**config.mk**
```make
export PLATFORM = sky130hd
export DESIGN_NAME = ahb_apb_bridge_ctrl_p_flat
export DESIGN_NICKNAME = d
export VERILOG_FILES = /design/src/rtl/ahb_apb_bridge_ctrl_p_if.sv /design/src/rtl/ahb_apb_bridge_ctrl_p.sv /design/src/flat_wrapper.sv
export SDC_FILE = /design/constraint.sdc
export NUM_CORES = 1
export LEC_CHECK = 0
export BUFFER_PORTS_ARGS = -buffer_cell sky130_fd_sc_hd__buf_2
export CAP_MARGIN = 25
export CORE_ASPECT_RATIO = 0.8
export CORE_MARGIN = 3
export CORE_UTILIZATION = 39
export DETAILED_ROUTE_END_ITERATION = 8
export PLACE_DENSITY = 0.88
export SLEW_MARGIN = 20
export SYNTH_ARGS = -nofsm -noshare
export SYNTH_HDL_FRONTEND = slang
export SYNTH_SLANG_ARGS = --single-unit
export TNS_END_PERCENT = 1
```
**constraint.sdc**
```tcl
create_clock -name HCLK -period 1.95 [get_ports HCLK]
set_input_delay 0.39 -clock HCLK [delete_from_list [all_inputs] [get_ports HCLK]]
set_output_delay 0.39 -clock HCLK [all_outputs]
set_load 0.01 [all_outputs]
```
**src/rtl/ahb_apb_bridge_ctrl_p_if.sv**
```systemverilog
// AHB-Lite / APB3 signal bundle for ahb_apb_bridge_ctrl_p.
// slave = bridge view (AHB slave, APB master); master = interconnect and peripheral view.
interface ahb_apb_bridge_ctrl_p_if #(
    parameter int ADDR_W = 32,
    parameter int DATA_W = 32,
    parameter int NSLV   = 4
);
    logic                   HSEL;
    logic [1:0]             HTRANS;
    logic [ADDR_W-1:0]      HADDR;
    logic                   HWRITE;
    logic [DATA_W-1:0]      HWDATA;
    logic                   HREADY;
    logic                   HREADYOUT;
    logic                   HRESP;
    logic [DATA_W-1:0]      HRDATA;
    logic [NSLV-1:0]        PSEL;
    logic                   PENABLE;
    logic                   PWRITE;
    logic [ADDR_W-1:0]      PADDR;
    logic [DATA_W-1:0]      PWDATA;
    logic [NSLV*DATA_W-1:0] PRDATA;
    logic [NSLV-1:0]        PREADY;
    logic [NSLV-1:0]        PSLVERR;

    modport slave (
        input  HSEL, HTRANS, HADDR, HWRITE, HWDATA, HREADY, PRDATA, PREADY, PSLVERR,
        output HREADYOUT, HRESP, HRDATA, PSEL, PENABLE, PWRITE, PADDR, PWDATA
    );

    modport master (
        output HSEL, HTRANS, HADDR, HWRITE, HWDATA, HREADY, PRDATA, PREADY, PSLVERR,
        input  HREADYOUT, HRESP, HRDATA, PSEL, PENABLE, PWRITE, PADDR, PWDATA
    );
endinterface

```
**src/rtl/ahb_apb_bridge_ctrl_p.sv**
```systemverilog
// AHB-Lite slave to APB3 master bridge with one-hot PSEL decode and two-cycle AHB ERROR.
// Define APB_TIMEOUT_EN to abort ACCESS phases that stall for TIMEOUT_CYC cycles.
module ahb_apb_bridge_ctrl_p #(
    parameter int ADDR_W      = 32,
    parameter int DATA_W      = 32,
    parameter int NSLV        = 4,
    parameter int SEL_LSB     = 12,
    parameter int TIMEOUT_CYC = 16
) (
    input logic                    HCLK,
    input logic                    HRESETn,
    ahb_apb_bridge_ctrl_p_if.slave bus
);
    localparam int IDXW = (NSLV > 1) ? $clog2(NSLV) : 1;
    localparam logic [IDXW:0] SLV_CNT = (IDXW+1)'(NSLV);

    typedef enum logic [2:0] {
        S_IDLE   = 3'd0,
        S_LATCH  = 3'd1,
        S_SETUP  = 3'd2,
        S_ACCESS = 3'd3,
        S_ERR1   = 3'd4,
        S_ERR2   = 3'd5
    } state_t;

    state_t            r_state;
    logic [IDXW-1:0]   r_idx;
    logic              r_hreadyout;
    logic              r_hresp;
    logic [DATA_W-1:0] r_hrdata;
    logic [NSLV-1:0]   r_psel;
    logic              r_penable;
    logic              r_pwrite;
    logic [ADDR_W-1:0] r_paddr;
    logic [DATA_W-1:0] r_pwdata;

    logic              w_valid;
    logic              w_decErr;
    logic [IDXW-1:0]   w_hidx;
    logic              w_pready;
    logic              w_pslverr;
    logic [DATA_W-1:0] w_prdata;
    logic              w_unused;

`ifdef APB_TIMEOUT_EN
    localparam int TW = $clog2(TIMEOUT_CYC + 1);
    localparam logic [TW-1:0] TMO_LAST = TW'(TIMEOUT_CYC - 1);
    logic [TW-1:0] r_tmoCnt;
    assign w_unused = bus.HTRANS[0];
`else
    assign w_unused = bus.HTRANS[0] ^ (TIMEOUT_CYC == 0);
`endif

    function automatic logic [NSLV-1:0] oneHot(input logic [IDXW-1:0] idx);
        logic [NSLV-1:0] v;
        v = '0;
        for (int i = 0; i < NSLV; i++) begin
            if (idx == IDXW'(i)) v[i] = 1'b1;
        end
        return v;
    endfunction

    assign w_valid  = bus.HSEL & bus.HTRANS[1] & bus.HREADY;
    assign w_hidx   = bus.HADDR[SEL_LSB +: IDXW];
    assign w_decErr = ({1'b0, w_hidx} >= SLV_CNT);

    // Only the slave addressed by the current transfer is listened to.
    always_comb begin
        w_pready  = 1'b0;
        w_pslverr = 1'b0;
        w_prdata  = '0;
        for (int i = 0; i < NSLV; i++) begin
            if (r_idx == IDXW'(i)) begin
                w_pready  = bus.PREADY[i];
                w_pslverr = bus.PSLVERR[i];
                w_prdata  = bus.PRDATA[i*DATA_W +: DATA_W];
            end
        end
    end

    always_ff @(posedge HCLK or negedge HRESETn) begin
        if (!HRESETn) begin
            r_state     <= S_IDLE;
            r_idx       <= '0;
            r_hreadyout <= 1'b1;
            r_hresp     <= 1'b0;
            r_hrdata    <= '0;
            r_psel      <= '0;
            r_penable   <= 1'b0;
            r_pwrite    <= 1'b0;
            r_paddr     <= '0;
            r_pwdata    <= '0;
`ifdef APB_TIMEOUT_EN
            r_tmoCnt    <= '0;
`endif
        end else begin
            case (r_state)
                S_IDLE: begin
                    if (w_valid) begin
                        r_hreadyout <= 1'b0;
                        if (w_decErr) begin
                            r_hresp <= 1'b1;
                            r_state <= S_ERR1;
                        end else begin
                            r_idx    <= w_hidx;
                            r_paddr  <= bus.HADDR;
                            r_pwrite <= bus.HWRITE;
                            if (bus.HWRITE) begin
                                r_state <= S_LATCH;
                            end else begin
                                r_psel  <= oneHot(w_hidx);
                                r_state <= S_SETUP;
                            end
                        end
                    end
                end
                S_LATCH: begin
                    r_pwdata <= bus.HWDATA;
                    r_psel   <= oneHot(r_idx);
                    r_state  <= S_SETUP;
                end
                S_SETUP: begin
                    r_penable <= 1'b1;
`ifdef APB_TIMEOUT_EN
                    r_tmoCnt  <= '0;
`endif
                    r_state   <= S_ACCESS;
                end
                S_ACCESS: begin
                    if (w_pready) begin
                        r_psel    <= '0;
                        r_penable <= 1'b0;
                        if (w_pslverr) begin
                            r_hresp <= 1'b1;
                            r_state <= S_ERR1;
                        end else begin
                            r_hreadyout <= 1'b1;
                            if (!r_pwrite) r_hrdata <= w_prdata;
                            r_state <= S_IDLE;
                        end
                    end
`ifdef APB_TIMEOUT_EN
                    // A stalled slave is abandoned after TIMEOUT_CYC wait cycles.
                    else if (r_tmoCnt == TMO_LAST) begin
                        r_psel    <= '0;
                        r_penable <= 1'b0;
                        r_hresp   <= 1'b1;
                        r_state   <= S_ERR1;
                    end else begin
                        r_tmoCnt <= r_tmoCnt + 1'b1;
                    end
`endif
                end
                S_ERR1: begin
                    r_hreadyout <= 1'b1;
                    r_hresp     <= 1'b1;
                    r_state     <= S_ERR2;
                end
                S_ERR2: begin
                    r_hreadyout <= 1'b1;
                    r_hresp     <= 1'b0;
                    r_state     <= S_IDLE;
                end
                default: begin
                    r_hreadyout <= 1'b1;
                    r_hresp     <= 1'b0;
                    r_psel      <= '0;
                    r_penable   <= 1'b0;
                    r_state     <= S_IDLE;
                end
            endcase
        end
    end

    assign bus.HREADYOUT = r_hreadyout;
    assign bus.HRESP     = r_hresp;
    assign bus.HRDATA    = r_hrdata;
    assign bus.PSEL      = r_psel;
    assign bus.PENABLE   = r_penable;
    assign bus.PWRITE    = r_pwrite;
    assign bus.PADDR     = r_paddr;
    assign bus.PWDATA    = r_pwdata;
endmodule
```
**src/flat_wrapper.sv**
```systemverilog
// flat-port wrapper written by rule: the top's interface ports become plain ports
module ahb_apb_bridge_ctrl_p_flat 
#(
    parameter int ADDR_W      = 32,
    parameter int DATA_W      = 32,
    parameter int NSLV        = 4,
    parameter int SEL_LSB     = 12,
    parameter int TIMEOUT_CYC = 16
)
  (HCLK, HRESETn, bus_HSEL, bus_HTRANS, bus_HADDR, bus_HWRITE, bus_HWDATA, bus_HREADY, bus_PRDATA, bus_PREADY, bus_PSLVERR, bus_HREADYOUT, bus_HRESP, bus_HRDATA, bus_PSEL, bus_PENABLE, bus_PWRITE, bus_PADDR, bus_PWDATA);
  ahb_apb_bridge_ctrl_p_if #(.ADDR_W(ADDR_W), .DATA_W(DATA_W), .NSLV(NSLV)) bus_i ();
  input logic HCLK;
  input logic HRESETn;
  input wire logic [$bits(bus_i.HSEL)-1:0] bus_HSEL;
  input wire logic [$bits(bus_i.HTRANS)-1:0] bus_HTRANS;
  input wire logic [$bits(bus_i.HADDR)-1:0] bus_HADDR;
  input wire logic [$bits(bus_i.HWRITE)-1:0] bus_HWRITE;
  input wire logic [$bits(bus_i.HWDATA)-1:0] bus_HWDATA;
  input wire logic [$bits(bus_i.HREADY)-1:0] bus_HREADY;
  input wire logic [$bits(bus_i.PRDATA)-1:0] bus_PRDATA;
  input wire logic [$bits(bus_i.PREADY)-1:0] bus_PREADY;
  input wire logic [$bits(bus_i.PSLVERR)-1:0] bus_PSLVERR;
  output wire logic [$bits(bus_i.HREADYOUT)-1:0] bus_HREADYOUT;
  output wire logic [$bits(bus_i.HRESP)-1:0] bus_HRESP;
  output wire logic [$bits(bus_i.HRDATA)-1:0] bus_HRDATA;
  output wire logic [$bits(bus_i.PSEL)-1:0] bus_PSEL;
  output wire logic [$bits(bus_i.PENABLE)-1:0] bus_PENABLE;
  output wire logic [$bits(bus_i.PWRITE)-1:0] bus_PWRITE;
  output wire logic [$bits(bus_i.PADDR)-1:0] bus_PADDR;
  output wire logic [$bits(bus_i.PWDATA)-1:0] bus_PWDATA;
  assign bus_i.HSEL = bus_HSEL;
  assign bus_i.HTRANS = bus_HTRANS;
  assign bus_i.HADDR = bus_HADDR;
  assign bus_i.HWRITE = bus_HWRITE;
  assign bus_i.HWDATA = bus_HWDATA;
  assign bus_i.HREADY = bus_HREADY;
  assign bus_i.PRDATA = bus_PRDATA;
  assign bus_i.PREADY = bus_PREADY;
  assign bus_i.PSLVERR = bus_PSLVERR;
  assign bus_HREADYOUT = bus_i.HREADYOUT;
  assign bus_HRESP = bus_i.HRESP;
  assign bus_HRDATA = bus_i.HRDATA;
  assign bus_PSEL = bus_i.PSEL;
  assign bus_PENABLE = bus_i.PENABLE;
  assign bus_PWRITE = bus_i.PWRITE;
  assign bus_PADDR = bus_i.PADDR;
  assign bus_PWDATA = bus_i.PWDATA;
  ahb_apb_bridge_ctrl_p #(.ADDR_W(ADDR_W), .DATA_W(DATA_W), .NSLV(NSLV), .SEL_LSB(SEL_LSB), .TIMEOUT_CYC(TIMEOUT_CYC)) u_core (.HCLK(HCLK), .HRESETn(HRESETn), .bus(bus_i));
endmodule
```
==> out/summary.log, run 1 <==
INFO  global_route   grt_first_pass_wirelength=23390um
INFO  worst_setup_path setup.worst_path.class=reg -> reg
INFO  sta            postLayoutSetupSlackWorst=0.05052ns
INFO  route          drt-met1-wl=5656um
INFO  route          detail-route-antenna-nets=0
INFO  floorplanning  io_pins=311
INFO  route          post_drt_via_cell_ratio=5.093
INFO  placement      gp_congestion=0.7762
INFO  worst_hold_path hold_path_class=in -> reg
INFO  floorplanning  die_x=133.6um
INFO  clock_tree     htreeDepth=3
INFO  layout         layout_commonest_cell=sky130_fd_sc_hd__buf_2
INFO  layout         layout.nets=836
INFO  global_route   first_global_vias=4461
INFO  layout         most-common-layout-cells=308 x sky130_fd_sc_hd__buf_2, 104 x sky130_fd_sc_hd__dfrtp_1, 71 x sky130_fd_sc_hd__mux2_2
INFO  sta            grt_setup_unrepaired=true
INFO  layout         multi_input_comb_area=2286um^2
INFO  pwr            power_density=1555nW/um^2
INFO  outcome        run_status=completed
INFO  synth          synthTopCellsByArea=sky130_fd_sc_hd__dfrtp_1 52%, sky130_fd_sc_hd__mux2_2 16%, sky130_fd_sc_hd__mux4_2 15%
INFO  layout         drive_gt1_share=76.50%
INFO  route          wire_per_inst=19.45um
INFO  sta            final-hold-violation-count=0
INFO  pwr            seq_power_share=35.4%
INFO  placement      place_worst_setup_slack=-0.0002928ns
INFO  route          met2_wirelength=8475um
INFO  clock_tree     post_cts.repair.setup_buffers=0
INFO  clock_tree     clock_slew_seen_by_the_registers_of_the_worst_setup_and_hold_paths=0.07ns
INFO  pwr            portion_of_total_power_attributed_to_the_clock_network=16.6%
INFO  layout         fill_cells=1002
INFO  floorplanning  die_h=108.0um
INFO  pwr            netSwitchingPower=3922uW
INFO  worst_setup_path worstPathMaxFanout=6
INFO  route          remaining_drc_errors=0
INFO  worst_setup_path timing.critical_path.arrival=2.13ns
INFO  route          detailedRoute.firstPassIterationCount=4
INFO  sta            setup-violations-final=0
INFO  pwr            power.switching_fraction=34.51%
INFO  synth          synth_cells=310
INFO  placement      io_buffers=309
INFO  floorplanning  placementRows=36
INFO  route          met3_routed_wirelength=1295um
INFO  worst_setup_path critical_path.startpoint_type=register
INFO  worst_setup_path crit_path_end_kind=register
INFO  route          total_routed_wirelength=15660um
INFO  synth          synthDistinctLibCells=33
INFO  floorplanning  die_area=14430um^2
INFO  pwr            p_comb_share=48.0%
INFO  synth          synth_enable_flop_cells=0
INFO  sta            timing_max_transition_violations_final=0
INFO  route          number_of_design_rule_violations_left_by_the_first_detailed_router_iteration=239
INFO  sta            post-route-min-period=1.899ns
INFO  synth          post_synth_instance_area=5076um^2
INFO  floorplanning  core-area=12430um^2
INFO  synth          synth_async_sr_flop_share=100.0%
INFO  pwr            largest_voltage_drop_on_the_vdd_net=758.0uV
INFO  layout         antenna_cells_inserted=0
INFO  worst_setup_path required=2.19ns
INFO  synth          mappedNetlistNets=517
INFO  route          num_vias=4100
INFO  floorplanning  start_util=40.83%
INFO  sta            skew=0.008684ns
INFO  clock_tree     ctsLongestPathBuffers=2
INFO  global_route   globalRouteOverflowTotal=0
INFO  clock_tree     cts_tree=yes
INFO  run            drv_cap=0
INFO  global_route   largest_net_degree_at_the_start_of_global_routing=36
INFO  pwr            leakage=0.003735uW
INFO  synth          synth.top_cell.area_share=52.26%
INFO  layout         regArea=2681um^2
INFO  synth          synth.yosys.warnings=0
INFO  clock_tree     numClockSinks=107
INFO  synth          yosys_most_used_dff=sky130_fd_sc_hd__dfrtp_1
INFO  sta            final.setup.tns=0ns
INFO  sta            fmax=526.5MHz
INFO  synth          synth_seq_area_share=52.77%
INFO  sta            worst_pin_slew=0.4783ns
INFO  clock_tree     tritoncts.num_buffers=9
INFO  clock_tree     insertion_delay=0.35ns
INFO  pwr            internal_power=7445uW
INFO  global_route   grt_usage=20.94%
INFO  sta            final_cycle_share=97.41%
INFO  global_route   number_of_antenna_violations_at_the_first_check_in_global_routing=1
INFO  sta            timing.max_slew.rel_slack=68.11%
INFO  synth          post_synthesis_sequential_element_count=107
INFO  route          dr.max_layer_used=met5
INFO  placement      dp_hpwl=12490um
INFO  synth          yosys.area.top_type=sky130_fd_sc_hd__dfrtp_1
INFO  synth          postSynthAreaPerCell=16.37um^2
INFO  clock_tree     ctsRootBufferMaster=sky130_fd_sc_hd__clkbuf_16
INFO  layout         layout-area-overhead-vs-synth=44.05%
==> cells in the mapped netlist (2+ instances only) <==
| master | number |
|---|---|
| sky130_fd_sc_hd__mux4_2 | 33 |
| sky130_fd_sc_hd__o22ai_1 | 2 |
| sky130_fd_sc_hd__clkbuf_1 | 7 |
| sky130_fd_sc_hd__nand3_1 | 4 |
| sky130_fd_sc_hd__mux2i_1 | 2 |
| sky130_fd_sc_hd__mux2_4 | 30 |
| sky130_fd_sc_hd__o21ai_0 | 5 |
| sky130_fd_sc_hd__inv_1 | 5 |
| sky130_fd_sc_hd__a21oi_1 | 3 |
| sky130_fd_sc_hd__mux2_2 | 71 |
| sky130_fd_sc_hd__nand2_1 | 9 |
| sky130_fd_sc_hd__buf_2 | 9 |
| sky130_fd_sc_hd__dfrtp_1 | 106 |
| sky130_fd_sc_hd__buf_6 | 4 |
| sky130_fd_sc_hd__nand2b_1 | 2 |
==> worst max-delay path: stages, from the launching register on <==
cell and delay, ns:
sky130_fd_sc_hd__dfrtp_2 0.41, sky130_fd_sc_hd__mux4_2 0.55, sky130_fd_sc_hd__nor3_4 0.16, sky130_fd_sc_hd__nand2_4 0.15, sky130_fd_sc_hd__buf_4 0.21, sky130_fd_sc_hd__mux2_4 0.30
==> final timing paths <==
check / end / slack, ns / cells after the start / from
max in group asynchronous: u_core.bus.HREADYOUT / 0.82 / 3 / HRESETn
worst max-delay path: u_core.bus.HRDATA[5] / 0.05 / 5 / u_core.bus.PADDR[12]
worst min register to register: u_core.bus.PADDR[3] / 0.50 / 1 / u_core.bus.PADDR[3]
worst min-delay path: u_core.bus.PADDR[28] / 0.26 / 2 / bus_HADDR[28]
worst max register to register: u_core.bus.HRDATA[5] / 0.05 / 5 / u_core.bus.PADDR[12]
min in group asynchronous: u_core.bus.PWDATA[2] / 0.52 / 2 / HRESETn
==> routing by layer <==
metal / track usage, % / up-vias
li1: - / 1809
met1: 23.58 / 2072
met2: 38.37 / 198
met3: 7.023 / 19
met4: 5.653 / 2
met5: 0 / -
==> per-stage QoR <==
| stage | util, % | area (um^2) | total power [uW] | hold WS, ns | cells |
|---|---|---|---|---|---|
| 3_3_place_gp | 55.75 | 6930 | 9192 | 0.3320 | 786 |
| 4_1_cts | 58.32 | 7251 | 11420 | 0.2443 | 803 |
| 6_report | 58.82 | 7312 | 11370 | 0.2644 | 805 |
| 3_5_place_dp | 55.75 | 6930 | 9482 | 0.3460 | 786 |
| 5_1_grt | 58.82 | 7312 | 12020 | 0.2511 | 805 |
| 2_1_floorplan | - | 5079 | 7347 | 0.09441 | 310 |
==> logic make-up after synthesis <==
logic type / share of synthesized area (%)
mux: 39.66
flops: 52.77
buf+inv: 2.736
compound gates: 2.218
simple gates: 2.613
==> repair_timing <==
action                                 4_1_cts  5_1_grt
setup endpoints to repair                    0       36
hold buffers                                 1        0
resized for setup                            0        6
endpoints found under the hold margin       26        0
==> power groups by stage <==
stage | clock network [uW] | logic [uW] | registers, uW
finish | 1880 | 5460 | 4030
CTS | 1950 | 5460 | 4020
global placement | 0 | 5230 | 3960
global route | 2030 | 5830 | 4160
detailed placement | 0 | 5450 | 4040
floorplan | 0 | 2980 | 4370
==> sequential cells by signal, indices dropped and copies added (netlist names) <==
signal / flops
u_core.bus.PENABLE: 1
u_core.bus.PWRITE: 1
u_core.bus.PADDR: 32
u_core.bus.PWDATA: 32
u_core.bus.PSEL: 4
u_core.bus.HRDATA: 32
u_core.bus.HREADYOUT: 1
u_core.r_state: 3
u_core.bus.HRESP: 1
==> area by class of cell <==
type	instances	share of cell area [%]
Sequential cell	107	36.67
Multi-Input combinational cell	177	31.26
Timing Repair Buffer	329	24.64
Clock buffer	11	3.320
Tap cell	171	2.926
Clock inverter	5	0.9240
Inverter	5	0.2567
No activity file was read; power rests on OpenSTA's default activity.
==> run 2, diff against run 1 <==
==> constraint.sdc (replaced) <==
create_clock -name HCLK -period 1.95 [get_ports HCLK]
set_input_delay 0.39 -clock HCLK [delete_from_list [all_inputs] [get_ports HCLK]]
set_output_delay 0.39 -clock HCLK [all_outputs]
set_load 0.02 [all_outputs]
==> run 2 against run 1 <==
Against the previous run:
- first-iteration DRC count decreased by 17%
- largest power group unchanged
- critical path type unchanged
- non-clock buffer count decreased by 8
- clock power about the same
- largest cell class unchanged
- sequential power decreased by 1%
- final area decreased by 1.3%
- worst setup slack improved by 0.061 ns
- final cell count decreased by 0.99%
==> out/summary.log, run 2 (synthesis results as in run 1) <==
INFO  global_route   grt_first_pass_wirelength=22790um
INFO  worst_setup_path cp_launch_point=u_core.bus.PADDR[12]
INFO  layout         drive_gt1_share=76.04%
INFO  floorplanning  die_x=133.6um
INFO  pwr            largest_voltage_drop_on_the_vdd_net=855.7uV
INFO  worst_setup_path required=2.18ns
INFO  sta            setup-violations-final=0
INFO  pwr            p_comb_share=51.3%
INFO  worst_setup_path worstPathMaxFanout=32
INFO  placement      io_buffers=309
INFO  sta            fmax=543.8MHz
INFO  sta            final.setup.tns=0ns
INFO  clock_tree     ctsLongestPathBuffers=2
INFO  sta            final-hold-violation-count=0
INFO  placement      gp_congestion=0.7950
INFO  layout         fill_cells=1010
INFO  global_route   groute.layer.met1.usage=25.27%
INFO  floorplanning  start_util=40.83%
INFO  worst_setup_path crit_path_end_kind=register
INFO  floorplanning  die_area=14430um^2
INFO  layout         post_route_cell_area=7218um^2
INFO  sta            grt_setup_unrepaired=false
INFO  global_route   grt_usage=20.35%
INFO  clock_tree     numClockSinks=107
INFO  floorplanning  io_pins=311
INFO  global_route   first_global_vias=4194
INFO  pwr            seq_power_share=33.2%
INFO  layout         layout-area-overhead-vs-synth=42.20%
INFO  route          wire_per_inst=18.95um
INFO  global_route   number_of_antenna_violations_at_the_first_check_in_global_routing=0
INFO  clock_tree     insertion_delay=0.34ns
INFO  run            drv_cap=0
INFO  worst_setup_path rrSetupSlack=0.11ns
INFO  pwr            power_density=1663nW/um^2
INFO  route          num_vias=3967
INFO  floorplanning  die_h=108.0um
INFO  pwr            power.switching_fraction=38.40%
INFO  route          total_routed_wirelength=15100um
INFO  global_route   met2_usage=35.22%
INFO  sta            timing_max_transition_violations_final=0
INFO  layout         most-common-layout-cells=308 x sky130_fd_sc_hd__buf_2, 104 x sky130_fd_sc_hd__dfrtp_1, 71 x sky130_fd_sc_hd__mux2_2
INFO  worst_setup_path worstReg2RegEnd=u_core.bus.HRDATA[10]
INFO  route          detailedRoute.firstPassIterationCount=4
INFO  route          post_drt_via_cell_ratio=4.977
INFO  worst_setup_path timing.critical_path.arrival=2.07ns
INFO  clock_tree     ctsRootBufferMaster=sky130_fd_sc_hd__clkbuf_16
INFO  sta            final_cycle_share=94.30%
INFO  clock_tree     htreeDepth=3
INFO  clock_tree     tritoncts.num_buffers=9
INFO  floorplanning  placementRows=36
INFO  pwr            netSwitchingPower=4610uW
INFO  sta            timing.max_slew.rel_slack=53.03%
INFO  sta            finalHoldWorstSlack=0.2727ns
INFO  worst_setup_path reg2reg_from=u_core.bus.PADDR[12]
INFO  layout         layout.nets=828
INFO  pwr            leakage=0.003674uW
INFO  global_route   globalRouteOverflowTotal=0
INFO  worst_setup_path setup.worst_path.class=reg -> reg
INFO  placement      dp_hpwl=11970um
INFO  global_route   grt_busiest_layer=met2
INFO  route          remaining_drc_errors=0
INFO  worst_setup_path crit_end=u_core.bus.HRDATA[10]
INFO  worst_setup_path critical_path.startpoint_type=register
INFO  clock_tree     clock_slew_seen_by_the_registers_of_the_worst_setup_and_hold_paths=0.07ns
INFO  pwr            portion_of_total_power_attributed_to_the_clock_network=15.5%
INFO  placement      post_dp_cell_area=6898um^2
INFO  layout         antenna_cells_inserted=0
INFO  layout         instances_no_fill=797
INFO  sta            skew=0.007586ns
INFO  worst_hold_path hold_path_class=in -> reg
INFO  route          detail-route-antenna-nets=0
INFO  worst_setup_path timing.reg2reg.worst_path_depth=6
INFO  global_route   largest_net_degree_at_the_start_of_global_routing=41
INFO  layout         layout_commonest_cell=sky130_fd_sc_hd__buf_2
INFO  route          number_of_design_rule_violations_left_by_the_first_detailed_router_iteration=198
INFO  placement      numPlacedInstances=780
INFO  floorplanning  core-area=12430um^2
INFO  clock_tree     cts_tree=yes
INFO  sta            worst_pin_slew=0.6971ns
INFO  outcome        run_status=completed
INFO  pwr            internal_power=7395uW
INFO  sta            post-route-min-period=1.839ns
INFO  global_route   met3_usage=6.279%
==> run 2: cell types whose count changed in the layout (fill, tap and decap cells not counted), moves of 2 or more <==
cell	delta
sky130_fd_sc_hd__buf_4	-6
sky130_fd_sc_hd__inv_6	+2
sky130_fd_sc_hd__clkinv_4	-2
sky130_fd_sc_hd__buf_6	-2
==> run 2: worst min path at each step <==
| stage | start | endpoint | slack (ns) | cells past startpoint |
|---|---|---|---|---|
| 2_1_floorplan | HRESETn | u_core.bus.HRDATA[0] | 0.09 | 0 |
| 3_3_place_gp | HRESETn | u_core.bus.PWDATA[1] | 0.34 | 1 |
| 3_5_place_dp | HRESETn | u_core.bus.PWDATA[1] | 0.36 | 1 |
| 4_1_cts | bus_HADDR[24] | u_core.bus.PADDR[24] | 0.25 | 2 |
| 5_1_grt | bus_HADDR[24] | u_core.bus.PADDR[24] | 0.26 | 2 |
| 6_report | bus_HADDR[24] | u_core.bus.PADDR[24] | 0.27 | 2 |
==> run 2: layout make-up <==
class / instances / area [um^2] / share of cell area [%]
Timing Repair Buffer: 321 / 1729 / 23.96
Inverter: 5 / 18.77 / 0.2600
Clock buffer: 12 / 246.5 / 3.415
Multi-Input combinational cell: 177 / 2272 / 31.48
Sequential cell: 107 / 2681 / 37.15
Clock inverter: 4 / 56.30 / 0.7800
Tap cell: 171 / 214.0 / 2.964
==> run 2: timing repair <==
action | 4_1_cts | 5_1_grt
setup buffers | 0 | 0
setup endpoints to repair | 0 | 2
gates resized for setup | 0 | 2
hold endpoints to repair | 28 | 0
hold buffers | 1 | 0
==> run 2: power groups by stage <==
| stage | Combinational [uW] | Sequential [uW] | Clock (uW) |
|---|---|---|---|
| 3_3_place_gp | 6040 | 3940 | 0 |
| 5_1_grt | 6560 | 4130 | 2020 |
| 2_1_floorplan | 2980 | 5170 | 0 |
| 4_1_cts | 6230 | 3980 | 1930 |
| 6_report | 6160 | 3990 | 1860 |
| 3_5_place_dp | 6230 | 4000 | 0 |
==> run 2: per-layer routing <==
layer | up-vias | share of wire [%] | routed length (um)
li1 | 1792 | - | -
met1 | 1969 | 39 | 5851
met2 | 191 | 52 | 7886
met3 | 15 | 7.9 | 1193
met4 | 0 | 1.1 | 170
met5 | - | 0 | 0
==> run 2: per-stage QoR <==
stage	worst slack (ns)	util (%)	total power, uW
2_1_floorplan	0.03638	-	8151
3_3_place_gp	0.08754	55.49	9982
3_5_place_dp	0.06276	55.49	10230
4_1_cts	0.08961	58.00	12140
5_1_grt	0.01213	58.06	12700
6_report	0.1112	58.06	12010
==> run 2: worst max-delay path, cell delays in order (launching register included) <==
cell and delay, ns:
sky130_fd_sc_hd__dfrtp_2 0.43, sky130_fd_sc_hd__buf_12 0.18, sky130_fd_sc_hd__nand3b_1 0.18, sky130_fd_sc_hd__o22ai_1 0.26, sky130_fd_sc_hd__nand2_2 0.11, sky130_fd_sc_hd__buf_12 0.21, sky130_fd_sc_hd__mux2_4 0.33
==> run 3, diff against run 2 <==
CORE_UTILIZATION = 28   (was 39)
PLACE_DENSITY = not set   (was 0.88)
PLACE_DENSITY_LB_ADDON = 0.08   (was not set)
==> run 3 against run 2 <==
Against the previous run:
- routed wire length shrank 2.5%
- sequential cell count unchanged
- final cell count increased by 7.2%
- clock skew grew 0.00093 ns
- final area up 1.1%
- power shrank 0.81%
- clock power is 5% lower
- highest routed layer unchanged
- combinational power up 1%
- critical endpoint is now u_core.bus.HRDATA[8]
- maximum frequency rose by 1.0%
- worst hold slack got worse by 0.27 ns
- largest power group unchanged
==> out/summary.log, run 3 (synthesis results as in run 1) <==
INFO  outcome        run_status=completed
INFO  clock_tree     insertion_delay=0.34ns
INFO  pwr            seq_power_share=33.0%
INFO  run            drv_cap=0
INFO  placement      dp_hpwl=11840um
INFO  layout         antenna_cells_inserted=0
INFO  layout         regArea=2681um^2
INFO  clock_tree     clock_slew_seen_by_the_registers_of_the_worst_setup_and_hold_paths=0.07ns
INFO  floorplanning  die_h=126.4um
INFO  global_route   first_global_vias=4157
INFO  floorplanning  die_x=156.5um
INFO  clock_tree     htreeDepth=3
INFO  sta            final.setup.tns=0ns
INFO  global_route   grt_first_pass_wirelength=22550um
INFO  floorplanning  core-area=17540um^2
INFO  sta            postLayoutSetupSlackWorst=0.1302ns
INFO  route          total_routed_wirelength=14730um
INFO  worst_hold_path hold_path_class=in -> async
INFO  route          remaining_drc_errors=0
INFO  global_route   number_of_antenna_violations_at_the_first_check_in_global_routing=0
INFO  global_route   grt_usage=14.57%
INFO  worst_setup_path setup.worst_path.class=reg -> reg
INFO  floorplanning  placementRows=43
INFO  floorplanning  io_pins=311
INFO  layout         layout.nets=833
INFO  route          number_of_design_rule_violations_left_by_the_first_detailed_router_iteration=162
INFO  clock_tree     cts-hold-fix-buffers=0
INFO  placement      place_worst_setup_slack=0.07002ns
INFO  worst_setup_path critical_path.startpoint_type=register
INFO  placement      gp_congestion=0.7795
INFO  pwr            power.switching_fraction=38.25%
INFO  route          wire_per_inst=17.25um
INFO  clock_tree     tritoncts.num_buffers=9
INFO  global_route   largest_net_degree_at_the_start_of_global_routing=37
INFO  sta            post-route-min-period=1.820ns
INFO  route          detailedRoute.firstPassIterationCount=4
INFO  sta            final_cycle_share=93.32%
INFO  sta            timing.max_slew.rel_slack=61.08%
INFO  layout         layout_commonest_cell=sky130_fd_sc_hd__buf_2
INFO  sta            final-hold-violation-count=0
INFO  pwr            leakage=0.003690uW
INFO  sta            grt_setup_unrepaired=false
INFO  clock_tree     ctsRootBufferMaster=sky130_fd_sc_hd__clkbuf_16
INFO  layout         multi_input_comb_area=2271um^2
INFO  sta            finalHoldWorstSlack=0.005710ns
INFO  sta            fmax=549.5MHz
INFO  layout         fill_cells=1662
INFO  placement      io_buffers=309
INFO  layout         drive_gt1_share=76.47%
INFO  route          post_drt_via_cell_ratio=4.539
INFO  worst_setup_path required=2.17ns
INFO  floorplanning  start_util=28.94%
INFO  worst_setup_path worstPathMaxFanout=24
INFO  worst_setup_path timing.critical_path.arrival=2.04ns
INFO  sta            timing_max_transition_violations_final=0
INFO  clock_tree     numClockSinks=107
INFO  sta            worst_pin_slew=0.5777ns
INFO  clock_tree     post_cts.resized_instances=0
INFO  pwr            internal_power=7354uW
INFO  route          num_vias=3876
INFO  pwr            power_density=1632nW/um^2
INFO  clock_tree     ctsLongestPathBuffers=2
INFO  pwr            netSwitchingPower=4555uW
INFO  sta            setup-violations-final=0
INFO  route          detail-route-antenna-nets=0
INFO  pwr            p_comb_share=52.3%
INFO  sta            skew=0.008517ns
INFO  layout         layout-area-overhead-vs-synth=43.78%
INFO  worst_setup_path crit_path_end_kind=register
INFO  layout         most-common-layout-cells=308 x sky130_fd_sc_hd__buf_2, 104 x sky130_fd_sc_hd__dfrtp_1, 71 x sky130_fd_sc_hd__mux2_2
INFO  floorplanning  die_area=19790um^2
INFO  clock_tree     cts_tree=yes
INFO  clock_tree     post_cts.repair.setup_buffers=0
INFO  pwr            portion_of_total_power_attributed_to_the_clock_network=14.8%
INFO  pwr            largest_voltage_drop_on_the_vdd_net=668.9uV
INFO  global_route   globalRouteOverflowTotal=0
-- run 3: cell types whose count changed in the layout (fill, tap and decap cells not counted), sizes merged --
cell         previous run  this run
buf                   320       326
clkbuf                 12         9
clkinv                  0         3
inv                     8         5
clkinvlp                0         1
dlygate4sd3             1         0
-- run 3: path summary, 6_finish.rpt --
path	start	endpoint	slack, ns	cells after the start
max	u_core.bus.PADDR[12]	u_core.bus.HRDATA[8]	0.13	5
min	HRESETn	u_core.bus.HRDATA[22]	0.006	1
max reg2reg	u_core.bus.PADDR[12]	u_core.bus.HRDATA[8]	0.13	5
min reg2reg	u_core.bus.PADDR[28]	u_core.bus.PADDR[28]	0.50	1
max in group asynchronous	HRESETn	u_core.bus.HREADYOUT	1.34	2
min in group HCLK	bus_HADDR[1]	u_core.bus.PADDR[1]	0.27	2
-- run 3: worst max-delay path, cell delays in order (launching register included) --
cell and delay (ns):
sky130_fd_sc_hd__dfrtp_2 0.40, sky130_fd_sc_hd__mux4_2 0.54, sky130_fd_sc_hd__nor3_2 0.14, sky130_fd_sc_hd__nand2_2 0.10, sky130_fd_sc_hd__buf_12 0.19, sky130_fd_sc_hd__mux2_4 0.31
-- run 3: power groups by stage --
stage / combinational (uW) / sequential, uW / clock (uW)
global route: 6680 / 4090 / 1960
finish: 6220 / 3930 / 1760
floorplan: 2980 / 5170 / 0
detailed placement: 6330 / 3970 / 0
global placement: 6260 / 3930 / 0
CTS: 6340 / 3950 / 1840
-- run 3: metrics by stage --
step	instances	power (uW)	instance area [um^2]	utilization [%]
after CTS	854	12130	7292	41.58
after detailed placement	840	10300	7010	39.97
after global placement	840	10180	7010	39.97
after floorplan	310	8151	5084	-
after global routing	854	12730	7298	41.61
final	854	11910	7298	41.61
-- run 3: area by class of cell --
| class | count | area share, % |
|---|---|---|
| Clock buffer | 9 | 3.086 |
| Inverter | 5 | 0.2572 |
| Sequential cell | 107 | 36.74 |
| Tap cell | 225 | 3.857 |
| Multi-Input combinational cell | 177 | 31.12 |
| Clock inverter | 5 | 0.7715 |
| Timing Repair Buffer | 326 | 24.17 |
-- run 3: routing by layer --
layer	vias up	GRT usage, %	part of all wire (%)
li1	1798	-	-
met1	1918	17.98	40
met2	149	24.37	50
met3	11	5.525	8.6
met4	0	3.294	1.1
met5	-	0	0
